**src/rtl/uart_rx_ctrl_if.sv**
```systemverilog
// Host-side read port of the Rx byte FIFO: show-ahead head entry, accept strobe and occupancy.
interface uart_rx_ctrl_if #(
    parameter int AW = 3
);
    logic          Valid_o;
    logic [7:0]    Data_o;
    logic          Err_o;
    logic          Marker_o;
    logic          Ready_i;
    logic [AW:0]   Count_o;

    modport master (
        output Valid_o, Data_o, Err_o, Marker_o, Count_o,
        input  Ready_i
    );

    modport slave (
        input  Valid_o, Data_o, Err_o, Marker_o, Count_o,
        output Ready_i
    );
endinterface

```
**src/rtl/uart_rx_ctrl.sv**
```systemverilog
// UART Rx sequencing controller: enables the Rx core, restarts it on a watchdog stall,
// and buffers received bytes plus frame-end markers in a show-ahead FIFO.
module uart_rx_ctrl #(
    parameter int DEPTH     = 8,
    parameter int AW        = 3,
    parameter int WDT_TICKS = 240,
    parameter int GAP_TICKS = 48,
    parameter int RCV_CYC   = 4
) (
    input  logic         clk,
    input  logic         rst,
    input  logic         p_Enable_i,
    input  logic         AcqSig_i,
    input  logic [4:0]   RxState_i,
    input  logic         ByteValid_i,
    input  logic [7:0]   ByteData_i,
    input  logic         ParityErr_i,
    input  logic         StopErr_i,
    output logic         RxCoreEnable_o,
    output logic         RxCoreRst_o,
    uart_rx_ctrl_if.master host,
    output logic         Overflow_o,
    input  logic         OverflowClr_i,
    output logic         WdtEvent_o
);

    localparam int WW = $clog2(WDT_TICKS + 1);
    localparam int GW = $clog2(GAP_TICKS + 1);
    localparam int RW = $clog2(RCV_CYC + 1);
    localparam logic [4:0]    ST_INTERVAL = 5'b00001;
    localparam logic [AW-1:0] PTR_ONE     = AW'(1);
    localparam logic [AW:0]   CNT_ONE     = (AW + 1)'(1);
    localparam logic [AW:0]   CNT_FULL    = (AW + 1)'(DEPTH);

    typedef enum logic [1:0] {
        S_IDLE,
        S_ARMED,
        S_RECEIVING,
        S_RECOVER
    } state_t;

    state_t          r_state;
    state_t          w_next;
    logic [WW-1:0]   r_wdt_cnt;
    logic [GW-1:0]   r_gap_cnt;
    logic [RW-1:0]   r_rcv_cnt;
    logic            r_wdt_evt;
    logic            r_byte_since_marker;

    logic            w_interval;
    logic            w_onehot;
    logic            w_wdt_hit;
    logic            w_gap_hit;
    logic            w_byte_push;
    logic            w_mark_push;
    logic            w_push;
    logic [9:0]      w_push_entry;

    logic [9:0]      r_mem [DEPTH];
    logic [AW-1:0]   r_wr_ptr;
    logic [AW-1:0]   r_rd_ptr;
    logic [AW:0]     r_count;
    logic            r_overflow;
    logic            w_valid;
    logic            w_full;
    logic            w_pop;
    logic            w_wr;

    assign w_interval = (RxState_i == ST_INTERVAL);
    assign w_onehot   = (RxState_i != 5'd0) && ((RxState_i & (RxState_i - 5'd1)) == 5'd0);
    assign w_wdt_hit  = AcqSig_i && (r_wdt_cnt == WW'(WDT_TICKS - 1));

    always_comb begin
        w_next         = r_state;
        RxCoreEnable_o = 1'b0;
        RxCoreRst_o    = 1'b1;
        case (r_state)
            S_IDLE: begin
                if (p_Enable_i) w_next = S_ARMED;
            end
            S_ARMED: begin
                RxCoreEnable_o = 1'b1;
                if (!w_interval) w_next = S_RECEIVING;
            end
            S_RECEIVING: begin
                RxCoreEnable_o = 1'b1;
                if (!w_onehot || w_wdt_hit) w_next = S_RECOVER;
                else if (w_interval)        w_next = S_ARMED;
            end
            S_RECOVER: begin
                RxCoreRst_o = 1'b0;
                if (r_rcv_cnt == RW'(RCV_CYC - 1)) w_next = S_ARMED;
            end
            default: w_next = S_IDLE;
        endcase
        if (!p_Enable_i) w_next = S_IDLE;
    end

    always_ff @(posedge clk) begin
        if (!rst) begin
            r_state   <= S_IDLE;
            r_wdt_cnt <= '0;
            r_rcv_cnt <= '0;
            r_wdt_evt <= 1'b0;
        end else begin
            r_state   <= w_next;
            r_wdt_evt <= (w_next == S_RECOVER) && (r_state != S_RECOVER);
            if (r_state != S_RECEIVING) r_wdt_cnt <= '0;
            else if (AcqSig_i)          r_wdt_cnt <= r_wdt_cnt + WW'(1);
            if (r_state == S_RECOVER) r_rcv_cnt <= r_rcv_cnt + RW'(1);
            else                      r_rcv_cnt <= '0;
        end
    end

    assign WdtEvent_o = r_wdt_evt;

    // A byte arriving on the gap-closing tick wins: the marker is dropped and the gap restarts.
    assign w_gap_hit    = (r_state == S_ARMED) && w_interval && AcqSig_i &&
                          (r_gap_cnt == GW'(GAP_TICKS - 1));
    assign w_byte_push  = ByteValid_i && ((r_state == S_ARMED) || (r_state == S_RECEIVING));
    assign w_mark_push  = w_gap_hit && r_byte_since_marker && !ByteValid_i;
    assign w_push       = w_byte_push || w_mark_push;
    assign w_push_entry = w_byte_push ? {1'b0, ParityErr_i | StopErr_i, ByteData_i}
                                      : {1'b1, 1'b0, 8'h00};

    always_ff @(posedge clk) begin
        if (!rst) begin
            r_gap_cnt           <= '0;
            r_byte_since_marker <= 1'b0;
        end else begin
            if (((w_next == S_ARMED) && (r_state != S_ARMED)) || ByteValid_i)
                r_gap_cnt <= '0;
            else if ((r_state == S_ARMED) && w_interval && AcqSig_i &&
                     (r_gap_cnt != GW'(GAP_TICKS)))
                r_gap_cnt <= r_gap_cnt + GW'(1);
            if (w_byte_push)      r_byte_since_marker <= 1'b1;
            else if (w_mark_push) r_byte_since_marker <= 1'b0;
        end
    end

    assign w_valid = (r_count != '0);
    assign w_full  = (r_count == CNT_FULL);
    assign w_pop   = w_valid && host.Ready_i;
    assign w_wr    = w_push && (!w_full || w_pop);

    always_ff @(posedge clk) begin
        if (w_wr) r_mem[r_wr_ptr] <= w_push_entry;
    end

    always_ff @(posedge clk) begin
        if (!rst) begin
            r_wr_ptr   <= '0;
            r_rd_ptr   <= '0;
            r_count    <= '0;
            r_overflow <= 1'b0;
        end else begin
            if (w_wr)  r_wr_ptr <= r_wr_ptr + PTR_ONE;
            if (w_pop) r_rd_ptr <= r_rd_ptr + PTR_ONE;
            case ({w_wr, w_pop})
                2'b10:   r_count <= r_count + CNT_ONE;
                2'b01:   r_count <= r_count - CNT_ONE;
                default: r_count <= r_count;
            endcase
            if (w_push && !w_wr)    r_overflow <= 1'b1;
            else if (OverflowClr_i) r_overflow <= 1'b0;
        end
    end

    assign host.Valid_o  = w_valid;
    assign host.Count_o  = r_count;
    assign host.Marker_o = r_mem[r_rd_ptr][9];
    assign host.Err_o    = r_mem[r_rd_ptr][8];
    assign host.Data_o   = r_mem[r_rd_ptr][7:0];
    assign Overflow_o    = r_overflow;

endmodule

```
**src/flat_wrapper.sv**
```systemverilog
// flat-port wrapper written by rule: the top's interface ports become plain ports
module uart_rx_ctrl_flat 
#(
    parameter int DEPTH     = 8,
    parameter int AW        = 3,
    parameter int WDT_TICKS = 240,
    parameter int GAP_TICKS = 48,
    parameter int RCV_CYC   = 4
)
  (clk, rst, p_Enable_i, AcqSig_i, RxState_i, ByteValid_i, ByteData_i, ParityErr_i, StopErr_i, RxCoreEnable_o, RxCoreRst_o, Overflow_o, OverflowClr_i, WdtEvent_o, host_Valid_o, host_Data_o, host_Err_o, host_Marker_o, host_Count_o, host_Ready_i);
  uart_rx_ctrl_if #(.AW(AW)) host_i ();
  input  logic clk;
  input  logic rst;
  input  logic p_Enable_i;
  input  logic AcqSig_i;
  input  logic [4:0] RxState_i;
  input  logic ByteValid_i;
  input  logic [7:0] ByteData_i;
  input  logic ParityErr_i;
  input  logic StopErr_i;
  output logic RxCoreEnable_o;
  output logic RxCoreRst_o;
  output logic Overflow_o;
  input  logic OverflowClr_i;
  output logic WdtEvent_o;
  output wire logic [$bits(host_i.Valid_o)-1:0] host_Valid_o;
  output wire logic [$bits(host_i.Data_o)-1:0] host_Data_o;
  output wire logic [$bits(host_i.Err_o)-1:0] host_Err_o;
  output wire logic [$bits(host_i.Marker_o)-1:0] host_Marker_o;
  output wire logic [$bits(host_i.Count_o)-1:0] host_Count_o;
  input wire logic [$bits(host_i.Ready_i)-1:0] host_Ready_i;
  assign host_Valid_o = host_i.Valid_o;
  assign host_Data_o = host_i.Data_o;
  assign host_Err_o = host_i.Err_o;
  assign host_Marker_o = host_i.Marker_o;
  assign host_Count_o = host_i.Count_o;
  assign host_i.Ready_i = host_Ready_i;
  uart_rx_ctrl #(.DEPTH(DEPTH), .AW(AW), .WDT_TICKS(WDT_TICKS), .GAP_TICKS(GAP_TICKS), .RCV_CYC(RCV_CYC)) u_core (.clk(clk), .rst(rst), .p_Enable_i(p_Enable_i), .AcqSig_i(AcqSig_i), .RxState_i(RxState_i), .ByteValid_i(ByteValid_i), .ByteData_i(ByteData_i), .ParityErr_i(ParityErr_i), .StopErr_i(StopErr_i), .RxCoreEnable_o(RxCoreEnable_o), .RxCoreRst_o(RxCoreRst_o), .host(host_i), .Overflow_o(Overflow_o), .OverflowClr_i(OverflowClr_i), .WdtEvent_o(WdtEvent_o));
endmodule
```
**config.mk**
```make
export PLATFORM = sky130hd
export DESIGN_NAME = uart_rx_ctrl_flat
export DESIGN_NICKNAME = d
export VERILOG_FILES = /design/src/rtl/uart_rx_ctrl_if.sv /design/src/rtl/uart_rx_ctrl.sv /design/src/flat_wrapper.sv
export SDC_FILE = /design/constraint.sdc
export NUM_CORES = 1
export LEC_CHECK = 0
export BUFFER_PORTS_ARGS = -buffer_cell sky130_fd_sc_hd__buf_2
export CAP_MARGIN = 30
export CORE_MARGIN = 2
export CORE_UTILIZATION = 45
export DETAILED_ROUTE_END_ITERATION = 10
export GPL_TIMING_DRIVEN = 0
export HOLD_SLACK_MARGIN = 0.03
export SLEW_MARGIN = 20
export SYNTH_ARGS = -nofsm -noshare
export SYNTH_HDL_FRONTEND = slang
export SYNTH_SLANG_ARGS = --single-unit
```
**constraint.sdc**
```tcl
create_clock -name clk -period 5.8 [get_ports clk]
set_input_delay 0.29 -clock clk [delete_from_list [all_inputs] [get_ports clk]]
set_output_delay 0.29 -clock clk [all_outputs]
set_load 0.01 [all_outputs]
```
# ---- Word-level counts from Yosys, hierarchy flattened
# Memories as Yosys holds them, arrays and structs flattened. A register that Yosys moved wholly into a read port is not among the register bits.
# Cells that the tools add are included.
dict set report word_totals {
  latch_bits 0
  inputBits 22
  n_memories 1
  ff_bits 32
  out_inout_bits 19
  wordCells 90
  mem_bits_ro 0
  ramBits 80
}
# name depth width rd rd_ports_with_merged_regs wr line
set memory_table {}
lappend memory_table {u_core.r_mem 8 10 1 1 1 uart_rx_ctrl.sv:59} ;# logic [9:0] r_mem [DEPTH];
dict set report classes {
  n_shift 0
  bitwise 3
  addsub 8
  n_eq_ne 16
  n_reduce_logical 34
  order_cmp 0
  mux 18
  div 0
  multipliers 0
}
# cell count
set ops {}
lappend ops {{logical AND 1 bit} 14}
lappend ops {{two-way mux 10 bit} 1}
lappend ops {{two-way mux 2 bit} 5}
lappend ops {{adder 3 x 1 -> 3 bit, second input constant} 3}
lappend ops {{adder 8 x 1 -> 8 bit, second input constant} 1}
lappend ops {{equality test 2 bit, second input constant} 4}
lappend ops {{equality test 8 bit, second input constant} 1}
lappend ops {{two-way mux 1 bit} 8}
lappend ops {{one-hot mux 2 bit (4 select lines)} 1}
lappend ops {{one-hot mux 4 bit (2 select lines)} 1}
lappend ops {{adder 6 x 1 -> 6 bit, second input constant} 1}
lappend ops {{equality test 2 x 1 -> 1 bit, second input constant} 3}
lappend ops {{equality test 6 bit, second input constant} 1}
lappend ops {{two-way mux 3 bit} 2}
lappend ops {{inequality test 6 bit, second input constant} 1}
lappend ops {{nonzero test 2 bit} 3}
lappend ops {{OR reduction 2 bit} 3}
lappend ops {{AND 5 bit} 1}
lappend ops {{equality test 5 x 1 -> 1 bit, second input constant} 1}
lappend ops {{logical NOT 5 bit} 1}
lappend ops {{logical OR 1 bit} 5}
lappend ops {{nonzero test 5 bit} 1}
lappend ops {{subtractor 5 x 1 -> 5 bit, second input constant} 1}
lappend ops {{adder 4 x 1 -> 4 bit, second input constant} 1}
lappend ops {{other kinds (11)} 15}

# ---- Depth between registers and ports, before layout
# Gate-level depths: netlist (run 1).
dict set report logic_depth {
  word_depth 13
  mapped_depth 13
  ltp_nobuf 13
}

# ---- Least setup slack after synthesis (run 1)
# No wires, ideal clock.
dict set report synth_path {
  path_type {register to register}
  startpoint {reg u_core.r_state[0]}
  endpoint {reg u_core.r_count[3] (netlist: u_core.host.Count_o[3])}
  stages_incl_launch_ff 13
  t_required_ns 5.730
  arrival_ns 2.799
  n_path_buf 0
  slack_ns 2.931
  cell_sequence {dfxtp_1 -> inv_1 -> ha_1 -> nand2_1 -> a21boi_4 -> inv_2 -> ha_1 -> ha_1 -> a21o_1 -> a21oi_1 -> xnor2_1 -> or3_1 -> a21boi_1}
}
dict set report synth_between {
  elab_chain_cells 10
}
# item line
set synth_rtl {}
lappend synth_rtl {{start: declaration} uart_rx_ctrl.sv:42} ;# state_t r_state;
lappend synth_rtl {{start signal: assignment} uart_rx_ctrl.sv:106} ;# r_state <= w_next;
lappend synth_rtl {{equality test 2 x 1 -> 1 bit} {uart_rx_ctrl.sv:118, uart_rx_ctrl.sv:120}}
lappend synth_rtl {{logical AND 1 bit (3 in a row)} uart_rx_ctrl.sv:118} ;# assign w_gap_hit = (r_state == S_ARMED) && w_interval && AcqSig_i &&
lappend synth_rtl {{logical AND 1 bit (2 in a row)} uart_rx_ctrl.sv:121} ;# assign w_mark_push = w_gap_hit && r_byte_since_marker && !ByteValid_i;
lappend synth_rtl {{logical OR 1 bit *} uart_rx_ctrl.sv:122} ;# assign w_push = w_byte_push || w_mark_push;
lappend synth_rtl {{logical AND 1 bit *} uart_rx_ctrl.sv:144} ;# assign w_wr = w_push && (!w_full || w_pop);
lappend synth_rtl {{equality test 2 x 1 -> 1 bit / equality test 2 bit (equally long branches)} uart_rx_ctrl.sv:159} ;# case ({w_wr, w_pop})
lappend synth_rtl {{one-hot mux 4 bit (2 select lines) / nonzero test 2 bit (equally long branches)} --}
lappend synth_rtl {{end signal: assignment} uart_rx_ctrl.sv:160} ;# 2'b10: r_count <= r_count + CNT_ONE;
lappend synth_rtl {{end signal: assignment} uart_rx_ctrl.sv:161} ;# 2'b01: r_count <= r_count - CNT_ONE;
lappend synth_rtl {{end signal: assignment} uart_rx_ctrl.sv:162} ;# default: r_count <= r_count;
lappend synth_rtl {{end: declaration} uart_rx_ctrl.sv:62} ;# logic [AW:0] r_count;
# Mark *: on every way between the ends. The rest lies on a longest branch, timed or not.
# A chain may end at the register's enable or synchronous reset.

# ---- Worst setup path after layout (run 1)
dict set report layout_path {
  startpoint {reg u_core.r_state[1]}
  endpoint {reg u_core.r_count[3] (netlist: u_core.host.Count_o[3])}
}
# Same word-level chain as after synthesis.

==> results of run 1 <==
[layer usage]
metal | share of wire [%] | global-route usage [%] | vias up | wire length [um]
met2 | 50 | 29.6 | 56 | 4860
met1 | 45 | 21.8 | 1468 | 4400
met5 | 0 | 0 | - | 0
li1 | - | - | 1419 | -
met4 | 0.94 | 5.27 | 0 | 91
met3 | 3.5 | 5.70 | 9 | 339
[sequential cells by signal, summed over array words and instances (netlist names), named ones only]
register / flops
u_core.Overflow_o: 1
u_core.WdtEvent_o: 1
u_core.host.Count_o: 4
u_core.r_byte_since_marker: 1
u_core.r_gap_cnt: 6
u_core.r_mem: 80
u_core.r_rcv_cnt: 3
u_core.r_rd_ptr: 3
u_core.r_state: 2
u_core.r_wdt_cnt: 8
u_core.r_wr_ptr: 3
[power groups by stage]
stage	sequential, mW	clock, mW	combinational [mW]
3_5_place_dp	0.924	0	0.325
6_report	0.908	1.00	0.317
3_3_place_gp	0.924	0	0.318
5_1_grt	0.910	1.05	0.352
2_1_floorplan	0.925	0	0.233
4_1_cts	0.908	1.02	0.324
[through the flow]
stage / utilization (%) / cell area [um2] / cells
final: 56.1 / 6140 / 556
after floorplan: - / 5070 / 339
after detailed placement: 50.7 / 5550 / 524
after CTS: 56.1 / 6140 / 556
after global routing: 56.1 / 6140 / 556
after global placement: 49.7 / 5440 / 517
[cells in the mapped netlist (all sizes together), types with 7 or more instances]
cell    instances  area (um2)
and3           12        75.1
mux2           10         113
xnor2           9        78.8
and2            9        56.3
nor2           15        56.3
buf             7        40.0
nand2          21        81.3
mux4           20         450
o21ai           7        35.0
edfxtp         80        2400
ha             15         188
xor2            9        78.8
dfxtp          35         701
inv            13        48.8
[worst register-to-register path, stage by stage, from the launching register on]
cell	delay [ns]
dfxtp_1	0.45
inv_1	0.12
ha_1	0.60
nand2_1	0.42
a21boi_4	0.35
inv_2	0.13
ha_1	0.26
ha_1	0.27
a21o_1	0.17
a21oi_1	0.16
xnor2_1	0.09
or3_1	0.31
a21boi_1	0.14
[final timing paths]
path / to / slack (ns) / cells after the start
worst min-delay path: u_core.r_wr_ptr[2]$_SDFFE_PN0P_ / 0.17 / 3
worst max-delay path: u_core.host.Count_o[3]$_SDFFE_PN0P_ / 2.28 / 12
worst min register to register: u_core.r_rcv_cnt[0]$_SDFF_PN0_ / 0.42 / 1
worst max register to register: u_core.host.Count_o[3]$_SDFFE_PN0P_ / 2.28 / 12
[cells by family after synthesis]
group           share of synthesized area [%]
flops                                    61.2
simple gates                             12.2
compound gates                           5.55
mux                                      11.7
buf+inv                                  2.12
xor+xnor                                 3.11
fa+ha+maj                                4.10
[cell type report]
class                           count  area (um2)  area share (%)
Multi-Input combinational cell    199        1890            30.9
Sequential cell                   115        3100            50.6
Tap cell                          140         175            2.85
Buffer                             12        58.8           0.958
Inverter                           13        48.8           0.795
Timing Repair Buffer               45         269            4.38
Clock inverter                      8        41.3           0.673
Clock buffer                       24         547            8.91
==> flow_metrics.py, run 1 <==
metrics = {
    "route": {
        "wl_per_cell_um": 17.4,
        "totalWireLength_mm": 9.69,
        "vias_per_cell": 5.31,
        "ant_nets": 0,
        "dr.first_iter.drc_count": 142,
        "first_pass_iters": 5,
        "route.vias.total": 2952,
        "drc": 0,
    },
    "floorplanning": {
        "start_util_pct": 46.4,
        "rows": 38,
        "die_w_um": 110,
        "pin_count": 41,
        "core-area_um2": 10900,
        "die-area_um2": 12100,
        "dieHeight_um": 110,
    },
    "clock_network": {
        "clkSinkCount": 115,
        "cts_buffers": 17,
        "hold_buffers": 0,
        "h-tree-depth": 4,
        "cts_tree": "yes",
        "cts_setup_buffers": 0,
        "cts_root_buffer": "clkbuf_16",
        "postCtsResizedCells": 0,
        "clkLatencyLatePin_ns": 0.41,
        "cts_buffer_depth": 2,
        "clk_pin_slew_ns": 0.05,
    },
    "setup_path": {
        "path_cells": "inv_1 > ha_1 > nand2_1 > a21boi_4 > inv_2 > ha_1 > ha_1 > a21o_1 > a21oi_1 > xnor2_1 > or3_1 > a21boi_1",
        "path_delay_family": "adder cells",
        "critPathBufInv": 2,
        "r2r_start": "u_core.r_state[1]$_SDFF_PN0_",
        "worstSetupStartpointType": "flop",
        "crit_top_cell": "ha_1",
        "critPathMaxStageDelay_ns": 0.60,
        "setup.worst_path.end_class": "flop",
        "path_max_fanout": 12,
        "cp.required_ns": 6.15,
        "crit_path_start": "u_core.r_state[1]$_SDFF_PN0_",
        "critPathArrivalTime_ns": 3.86,
        "cp_slowest_cell": "ha_1",
        "worstSetupPathType": "flop to flop",
    },
    "synth": {
        "yosysSeqAreaShare_pct": 61.2,
        "synthFlopType": "edfxtp_1",
        "synth_cells": 339,
        "async_flop_share_pct": 0,
        "synth_area_per_cell_um2": 15.0,
        "synth_area_um2": 5070,
        "yosys_warnings": 0,
        "yosys_register_bits": 115,
        "synth_edf_count": 80,
        "synth_cell_type_count": 57,
        "synthesis.nets": 377,
    },
    "timing": {
        "relSlewSlack_pct": 41.9,
        "fin_crit_ns": 3.52,
        "hold_ws_ns": 0.166,
        "max_freq_ghz": 0.284,
        "setup_viol": 0,
        "drv_slew": 0,
        "setup_slack_ns": 2.28,
        "clock_skew_ns": 0.0138,
        "rsz0062_at_grt": "no",
        "hold_violations": 0,
        "fin_crit_sh_pct": 60.6,
        "tns_ns": 0,
        "worstMarginPinSlew_ns": 0.868,
    },
    "power": {
        "p_clk_share_pct": 44.9,
        "p_comb_share_pct": 14.2,
        "p_per_area_nw_per_um2": 363,
        "power_mw": 2.22,
        "p_int_mw": 1.71,
        "p_switching_mw": 0.518,
        "pwr-share-seq_pct": 40.8,
        "p_leak_nw": 2.18,
        "switching_share_pct": 23.3,
        "ir_worst_vdd_mv": 0.207,
    },
    "global_routing": {
        "grt_overflow": 0,
        "grt_pass1_vias": 2948,
        "grt_max_degree": 17,
        "grt_usage_pct": 17.6,
        "antenna_found_initial": 0,
        "grt_pass1_wl_mm": 15.4,
    },
    "place": {
        "hpwl_mm": 6.56,
        "pre_cts_ws_ns": 2.31,
        "port_buffers": 38,
        "routabilityCongestion": 0.864,
    },
    "worst_hold_path": {
        "hold_path_class": "input port to flop",
        "worstHoldStart": "rst",
    },
    "layout": {
        "fin_nets": 441,
        "layout_commonest_cell": "edfxtp_1",
        "final_cell_mix": "edfxtp_1 (80), buf_2 (40), dfxtp_1 (35), clkbuf_16 (21)",
        "nFillCells": 912,
        "diodes": 0,
        "drive_gt1_share_pct": 30.8,
        "area_delta_synth_final_pct": 21.0,
    },
    "run_status": {
        "status": "finished, final reports clean",
    },
    "run": {
        "maxCapViolations": 0,
    },
}
Power figures use the tool's default switching activity.
==> run 2, diff against run 1 <==
==> constraint.sdc (replaced) <==
create_clock -name clk -period 3.6 [get_ports clk]
set_input_delay 0.18 -clock clk [delete_from_list [all_inputs] [get_ports clk]]
set_output_delay 0.18 -clock clk [all_outputs]
set_load 0.01 [all_outputs]
==> run 2 against run 1 <==
Compared with the run above:
- clock power increased by 61%
- largest cell class unchanged
- first-iteration DRC count decreased by 0.70%
- die area unchanged
- routed wire length decreased by 0.31%
- critical path depth unchanged
- final cell count unchanged
- sequential share of layout area about the same
- global-route usage unchanged
- via count decreased by 0.17%
- maximum frequency increased by 8.9%
- core utilization about the same
- largest power group unchanged
==> flow_metrics.py, run 2 (synthesized netlist as in run 1, its figures left out) <==
metrics = {
    "layout": {
        "final_area_um2": 6140,
        "layout_commonest_cell": "edfxtp_1",
        "area_delta_synth_final_pct": 21.1,
        "fin_nets": 441,
        "regMostFlops": "u_core.r_mem",
        "final_cell_mix": "edfxtp_1 (80), buf_2 (40), dfxtp_1 (35), clkbuf_16 (21), mux4_2 (20)",
        "largest_reg_flops": 80,
        "drive_gt1_share_pct": 31.3,
        "instances_no_fill": 556,
        "diodes": 0,
        "largest_registers": "u_core.r_mem: 80 flops, u_core.r_wdt_cnt: 8 flops, u_core.r_gap_cnt: 6 flops",
        "nFillCells": 913,
    },
    "power": {
        "pwr-share-seq_pct": 40.8,
        "p_switching_mw": 0.833,
        "p_per_area_nw_per_um2": 584,
        "p_leak_nw": 2.18,
        "p_clk_share_pct": 44.9,
        "ir_worst_vdd_mv": 0.329,
        "p_int_mw": 2.75,
        "switching_share_pct": 23.2,
        "p_comb_share_pct": 14.3,
    },
    "setup_path": {
        "worstSetupPathType": "flop to flop",
        "cp.required_ns": 3.94,
        "regToRegSetupSlack_ns": 0.37,
        "worstSetupStartpointType": "flop",
        "path_max_fanout": 12,
        "critPathArrivalTime_ns": 3.57,
        "setup.worst_path.end_class": "flop",
    },
    "global_routing": {
        "grt_usage_pct": 17.6,
        "grt_pass1_vias": 2948,
        "grt_max_degree": 17,
        "grt_overflow": 0,
        "antenna_found_initial": 0,
        "grt_pass1_wl_mm": 15.4,
    },
    "clock_network": {
        "clk_pin_slew_ns": 0.05,
        "h-tree-depth": 4,
        "hold_buffers": 0,
        "cts_tree": "yes",
        "cts_root_buffer": "clkbuf_16",
        "clkSinkCount": 115,
        "cts_buffers": 17,
        "cts_buffer_depth": 2,
        "clkLatencyLatePin_ns": 0.41,
    },
    "timing": {
        "relSlewSlack_pct": 40.6,
        "fin_crit_ns": 3.23,
        "rsz0062_at_grt": "no",
        "max_freq_ghz": 0.310,
        "hold_ws_ns": 0.0569,
        "setup_slack_ns": 0.373,
        "setup_viol": 0,
        "hold_violations": 0,
        "clock_skew_ns": 0.0110,
        "worstMarginPinSlew_ns": 0.888,
        "fin_crit_sh_pct": 89.6,
        "drv_slew": 0,
    },
    "floorplanning": {
        "dieHeight_um": 110,
        "die_w_um": 110,
        "core-area_um2": 10900,
        "rows": 38,
        "start_util_pct": 46.4,
        "pin_count": 41,
        "die-area_um2": 12100,
    },
    "route": {
        "dr.first_iter.drc_count": 141,
        "vias_per_cell": 5.30,
        "wl_per_cell_um": 17.4,
        "drc": 0,
        "ant_nets": 0,
        "first_pass_iters": 4,
        "route.vias.total": 2947,
        "totalWireLength_mm": 9.66,
    },
    "worst_hold_path": {
        "hold_path_class": "input port to flop",
    },
    "run_status": {
        "status": "finished, final reports clean",
    },
    "place": {
        "pre_cts_ws_ns": 0.112,
        "routabilityCongestion": 0.864,
        "placed_area_um2": 5550,
        "hpwl_mm": 6.56,
        "port_buffers": 38,
        "dp_cells": 524,
    },
    "run": {
        "maxCapViolations": 0,
    },
}
==> run 2: metal layers <==
layer	up-vias	global-route usage (%)	part of all wire [%]	routed length, um
li1	1421	-	-	-
met2	53	29.6	50	4840
met4	0	5.27	1.1	102
met1	1464	21.8	45	4320
met5	-	0	0	0
met3	9	5.70	4.1	398
==> run 2: area by class of cell <==
type,count,area (um2),share of cell area (%)
Tap cell,140,175,2.85
Inverter,13,48.8,0.795
Timing Repair Buffer,45,269,4.38
Sequential cell,115,3100,50.5
Clock buffer,24,547,8.90
Multi-Input combinational cell,199,1900,30.9
Clock inverter,8,41.3,0.672
Buffer,12,58.8,0.958
==> run 2: worst max-delay path: stages, from the launching register on <==
cell and delay [ns]:
dfxtp_1 0.45, inv_1 0.12, ha_2 0.52, nand2_2 0.24, a21boi_4 0.30, inv_2 0.13, ha_1 0.26, ha_1 0.27
a21o_1 0.17, a21oi_1 0.16, xnor2_1 0.09, or3_1 0.31, a21boi_1 0.14
==> run 2: final timing paths <==
check | from | to | cells after the start
max | u_core.r_state[1]$_SDFF_PN0_ | u_core.host.Count_o[3]$_SDFFE_PN0P_ | 12
min | rst | u_core.r_wr_ptr[2]$_SDFFE_PN0P_ | 3
max reg2reg | u_core.r_state[1]$_SDFF_PN0_ | u_core.host.Count_o[3]$_SDFFE_PN0P_ | 12
min reg2reg | u_core.r_rcv_cnt[0]$_SDFF_PN0_ | u_core.r_rcv_cnt[0]$_SDFF_PN0_ | 1
==> run 2: power groups by stage <==
stage / logic (mW) / registers, mW / clock network [mW]
2_1_floorplan: 0.376 / 1.49 / 0
3_3_place_gp: 0.513 / 1.49 / 0
3_5_place_dp: 0.523 / 1.49 / 0
4_1_cts: 0.523 / 1.46 / 1.64
5_1_grt: 0.568 / 1.47 / 1.70
6_report: 0.511 / 1.46 / 1.61
==> run 2: through the flow <==
step / utilization (%) / power (mW) / TNS [ns]
2_1_floorplan: - / 1.87 / 0
3_3_place_gp: 49.7 / 2.00 / -5.81
3_5_place_dp: 50.7 / 2.01 / 0
4_1_cts: 56.1 / 3.63 / 0
5_1_grt: 56.2 / 3.73 / 0
6_report: 56.2 / 3.58 / 0
==> run 2: timing repair <==
action | in CTS | in global routing
resized for setup | 0 | 2
endpoints found under the setup margin | 0 | 1
buffers inserted | 0 | 0
==> run 3, diff against run 2 <==
--- a/config.mk
+++ b/config.mk
@@ -5,6 +5,7 @@
 export SDC_FILE = /design/constraint.sdc
 export NUM_CORES = 1
 export LEC_CHECK = 0
+export ABC_AREA = 1
 export BUFFER_PORTS_ARGS = -buffer_cell sky130_fd_sc_hd__buf_2
 export CAP_MARGIN = 30
 export CORE_MARGIN = 2
@@ -16,3 +17,4 @@
 export SYNTH_ARGS = -nofsm -noshare
 export SYNTH_HDL_FRONTEND = slang
 export SYNTH_SLANG_ARGS = --single-unit
+export TNS_END_PERCENT = 100
==> run 3 against run 2 <==
Compared with the run above:
- final cell count is 29% higher
- register-to-register slack better by 0.55 ns
- design area is 0.22% lower
- die area hardly changed
- non-clock buffer count is 3 higher
- synthesized cell count is 49% higher
- first-iteration DRC count is 53% higher
- critical path type unchanged
- critical path depth is 3 higher
- sequential share of layout area is 0.11 points higher
- power is 19% higher
- global-route usage is 1.1 points higher
==> flow_metrics.py, run 3 <==
metrics = {
    "run_status": {
        "status": "finished, final reports clean",
    },
    "floorplanning": {
        "die_w_um": 110,
        "die-area_um2": 12100,
        "dieHeight_um": 110,
        "start_util_pct": 46.4,
        "core-area_um2": 10900,
        "rows": 38,
        "pin_count": 41,
    },
    "route": {
        "route.vias.total": 3609,
        "drc": 0,
        "totalWireLength_mm": 10.4,
        "vias_per_cell": 5.01,
        "ant_nets": 0,
        "wl_per_cell_um": 14.5,
        "dr.first_iter.drc_count": 216,
        "first_pass_iters": 5,
    },
    "global_routing": {
        "grt_usage_pct": 18.7,
        "grt_overflow": 0,
        "grt_pass1_wl_mm": 16.7,
        "antenna_found_initial": 0,
        "grt_pass1_vias": 3427,
        "grt_max_degree": 18,
    },
    "run": {
        "maxCapViolations": 0,
    },
    "clock_network": {
        "h-tree-depth": 4,
        "cts_root_buffer": "clkbuf_16",
        "cts_buffer_depth": 2,
        "cts_setup_buffers": 0,
        "clkLatencyLatePin_ns": 0.41,
        "clkSinkCount": 115,
        "clk_pin_slew_ns": 0.05,
        "cts_buffers": 17,
        "cts_tree": "yes",
    },
    "synth": {
        "yosysSeqAreaShare_pct": 61.1,
        "synth_area_per_cell_um2": 10.1,
        "synthesis.nets": 542,
        "synth_cells": 504,
        "synthTopCellsByArea": "edfxtp_1 (47%), dfxtp_1 (14%), nor2_1 (7.9%), o21ai_0 (4.5%), inv_1 (3.8%)",
        "synth_cell_type_count": 34,
        "yosys_register_bits": 115,
        "yosysMostFrequentCell": "nor2_1",
        "synth_top_area_share_pct": 47.3,
        "synth_area_um2": 5080,
        "synth_edf_count": 80,
        "yosysTopAreaCell": "edfxtp_1",
        "synthFlopType": "edfxtp_1",
        "async_flop_share_pct": 0,
        "synthTopCellsByCount": "nor2_1 (107), edfxtp_1 (80), inv_1 (52), nand2_1 (51), o21ai_0 (46)",
        "yosys_warnings": 0,
    },
    "layout": {
        "layout_commonest_cell": "nor2_1",
        "final_cell_mix": "nor2_1 (107), edfxtp_1 (80), inv_1 (52), nand2_1 (51), o21ai_0 (46)",
        "regMostFlops": "u_core.r_mem",
        "fin_nets": 605,
        "largest_reg_flops": 80,
        "diodes": 0,
        "area_delta_synth_final_pct": 20.7,
        "largest_registers": "u_core.r_mem: 80 flops, u_core.r_wdt_cnt: 8 flops, u_core.r_gap_cnt: 6 flops",
        "drive_gt1_share_pct": 18.3,
    },
    "power": {
        "ir_worst_vdd_mv": 0.508,
        "p_comb_share_pct": 24.0,
        "pwr-share-seq_pct": 35.3,
        "p_switching_mw": 1.34,
        "p_int_mw": 2.93,
        "switching_share_pct": 31.4,
        "p_leak_nw": 2.38,
        "p_clk_share_pct": 40.7,
        "p_per_area_nw_per_um2": 698,
    },
    "timing": {
        "clock_skew_ns": 0.0100,
        "tns_ns": 0,
        "rsz0062_at_grt": "no",
        "fin_crit_ns": 2.68,
        "max_freq_ghz": 0.374,
        "relSlewSlack_pct": 36.4,
        "hold_ws_ns": 0.0729,
        "worstMarginPinSlew_ns": 0.953,
        "fin_crit_sh_pct": 74.3,
        "setup_viol": 0,
        "drv_slew": 0,
        "hold_violations": 0,
    },
    "setup_path": {
        "worstSetupPathType": "flop to flop",
        "path_delay_family": "adder cells",
        "setup.worst_path.end_class": "flop",
        "cp.required_ns": 3.89,
        "path_cells": "inv_1 > ha_1 > nand3_4 > nor2_4 > nand3b_2 > nand2_2 > nand2_4 > ha_1 > ha_1 > a21oi_1 > nand2_1 > a21oi_1 > o21ai_0 > o21ai_0 > a21oi_1",
        "critPathMaxStageDelay_ns": 0.36,
        "path_max_fanout": 10,
        "cp_slowest_cell": "dfxtp_1",
        "worstSetupStartpointType": "flop",
        "critPathBufInv": 1,
        "critPathArrivalTime_ns": 2.96,
    },
    "place": {
        "port_buffers": 39,
        "hpwl_mm": 7.17,
        "routabilityCongestion": 0.753,
    },
    "worst_hold_path": {
        "hold_path_class": "input port to flop",
    },
}
-- run 3: cell types whose count changed in the layout (fill, tap and decap cells not counted), moves of 10 or more --
| cell | before | now |
|---|---|---|
| nand2_1 | 19 | 51 |
| o21ai_0 | 5 | 46 |
| mux2_2 | 10 | 0 |
| inv_1 | 12 | 52 |
| a31oi_1 | 0 | 10 |
| a21oi_1 | 5 | 18 |
| o22ai_1 | 0 | 11 |
| mux4_2 | 20 | 0 |
| and3_1 | 12 | 0 |
| nor2_1 | 15 | 107 |
-- run 3: timing repair --
item,in CTS,in global routing
hold endpoints to repair,1,0
gates resized for setup,0,0
hold buffers,1,0
-- run 3: cell families (layout without fill, tap and decap cells) --
logic type	after synthesis	count (layout)	share of synthesized area, %
AND/OR/NAND/NOR	199	199	17.8
XOR/XNOR	7	7	1.21
adder cells (fa/ha/maj)	16	16	4.09
buffers and inverters	72	148	5.42
AO/OA/AOI/OAI	95	95	10.3
flip-flops	115	115	61.1
-- run 3: path summary, 6_finish.rpt --
path	cells past startpoint	endpoint	from	slack, ns
hold / removal	3	u_core.r_wdt_cnt[1]$_SDFFE_PP0P_	AcqSig_i	0.07
setup / recovery	15	u_core.host.Count_o[3]$_SDFFE_PN0P_	u_core.r_state[1]$_SDFF_PN0_	0.92
hold reg to reg	1	u_core.r_rcv_cnt[0]$_SDFF_PN0_	u_core.r_rcv_cnt[0]$_SDFF_PN0_	0.43
setup reg to reg	15	u_core.host.Count_o[3]$_SDFFE_PN0P_	u_core.r_state[1]$_SDFF_PN0_	0.92
-- run 3: tightest hold or removal path, delay by kind of cell --
kind	cells	cell delay (ns)
AOI/OAI and AO/OA	1	0.05
and+or+nand+nor	1	0.06
buffers and inverters	1	0.13
-- run 3: power groups by stage --
| stage | registers, mW | logic [mW] | clock network, mW |
|---|---|---|---|
| finish | 1.51 | 1.03 | 1.74 |
| global route | 1.52 | 1.16 | 1.83 |
| floorplan | 1.53 | 0.678 | 0 |
| global placement | 1.53 | 1.02 | 0 |
| CTS | 1.51 | 1.04 | 1.76 |
| detailed placement | 1.54 | 1.04 | 0 |
-- run 3: cell type report --
type,count,area (um2)
fillers,948,4810
repair buffers,44,235
plain buffers,16,60.1
multi-input cells,317,1720
clock inverters,15,195
clock buffers,17,425
well taps,140,175
flip-flops and latches,115,3100
inverters,56,215
-- run 3: routing by layer --
metal / part of all wire [%] / wire [um] / GRT usage [%] / vias up
met3: 5.6 / 584 / 4.82 / 4
met4: 0.55 / 57 / 5.63 / 0
met2: 50 / 5210 / 32.3 / 85
li1: - / - / - / 1837
met5: 0 / 0 / 0 / -
met1: 44 / 4570 / 23.2 / 1683
-- run 3: per-stage QoR --
step | utilization, % | instances | total power, mW | instance area (um2) | setup slack, ns
6_report | 56.0 | 720 | 4.27 | 6130 | 0.925
5_1_grt | 56.0 | 720 | 4.51 | 6130 | 0.574
4_1_cts | 56.0 | 720 | 4.31 | 6130 | 0.920
3_5_place_dp | 50.3 | 687 | 2.57 | 5500 | 0.936
3_3_place_gp | 49.8 | 683 | 2.55 | 5450 | 0.664
2_1_floorplan | - | 504 | 2.21 | 5080 | 1.22
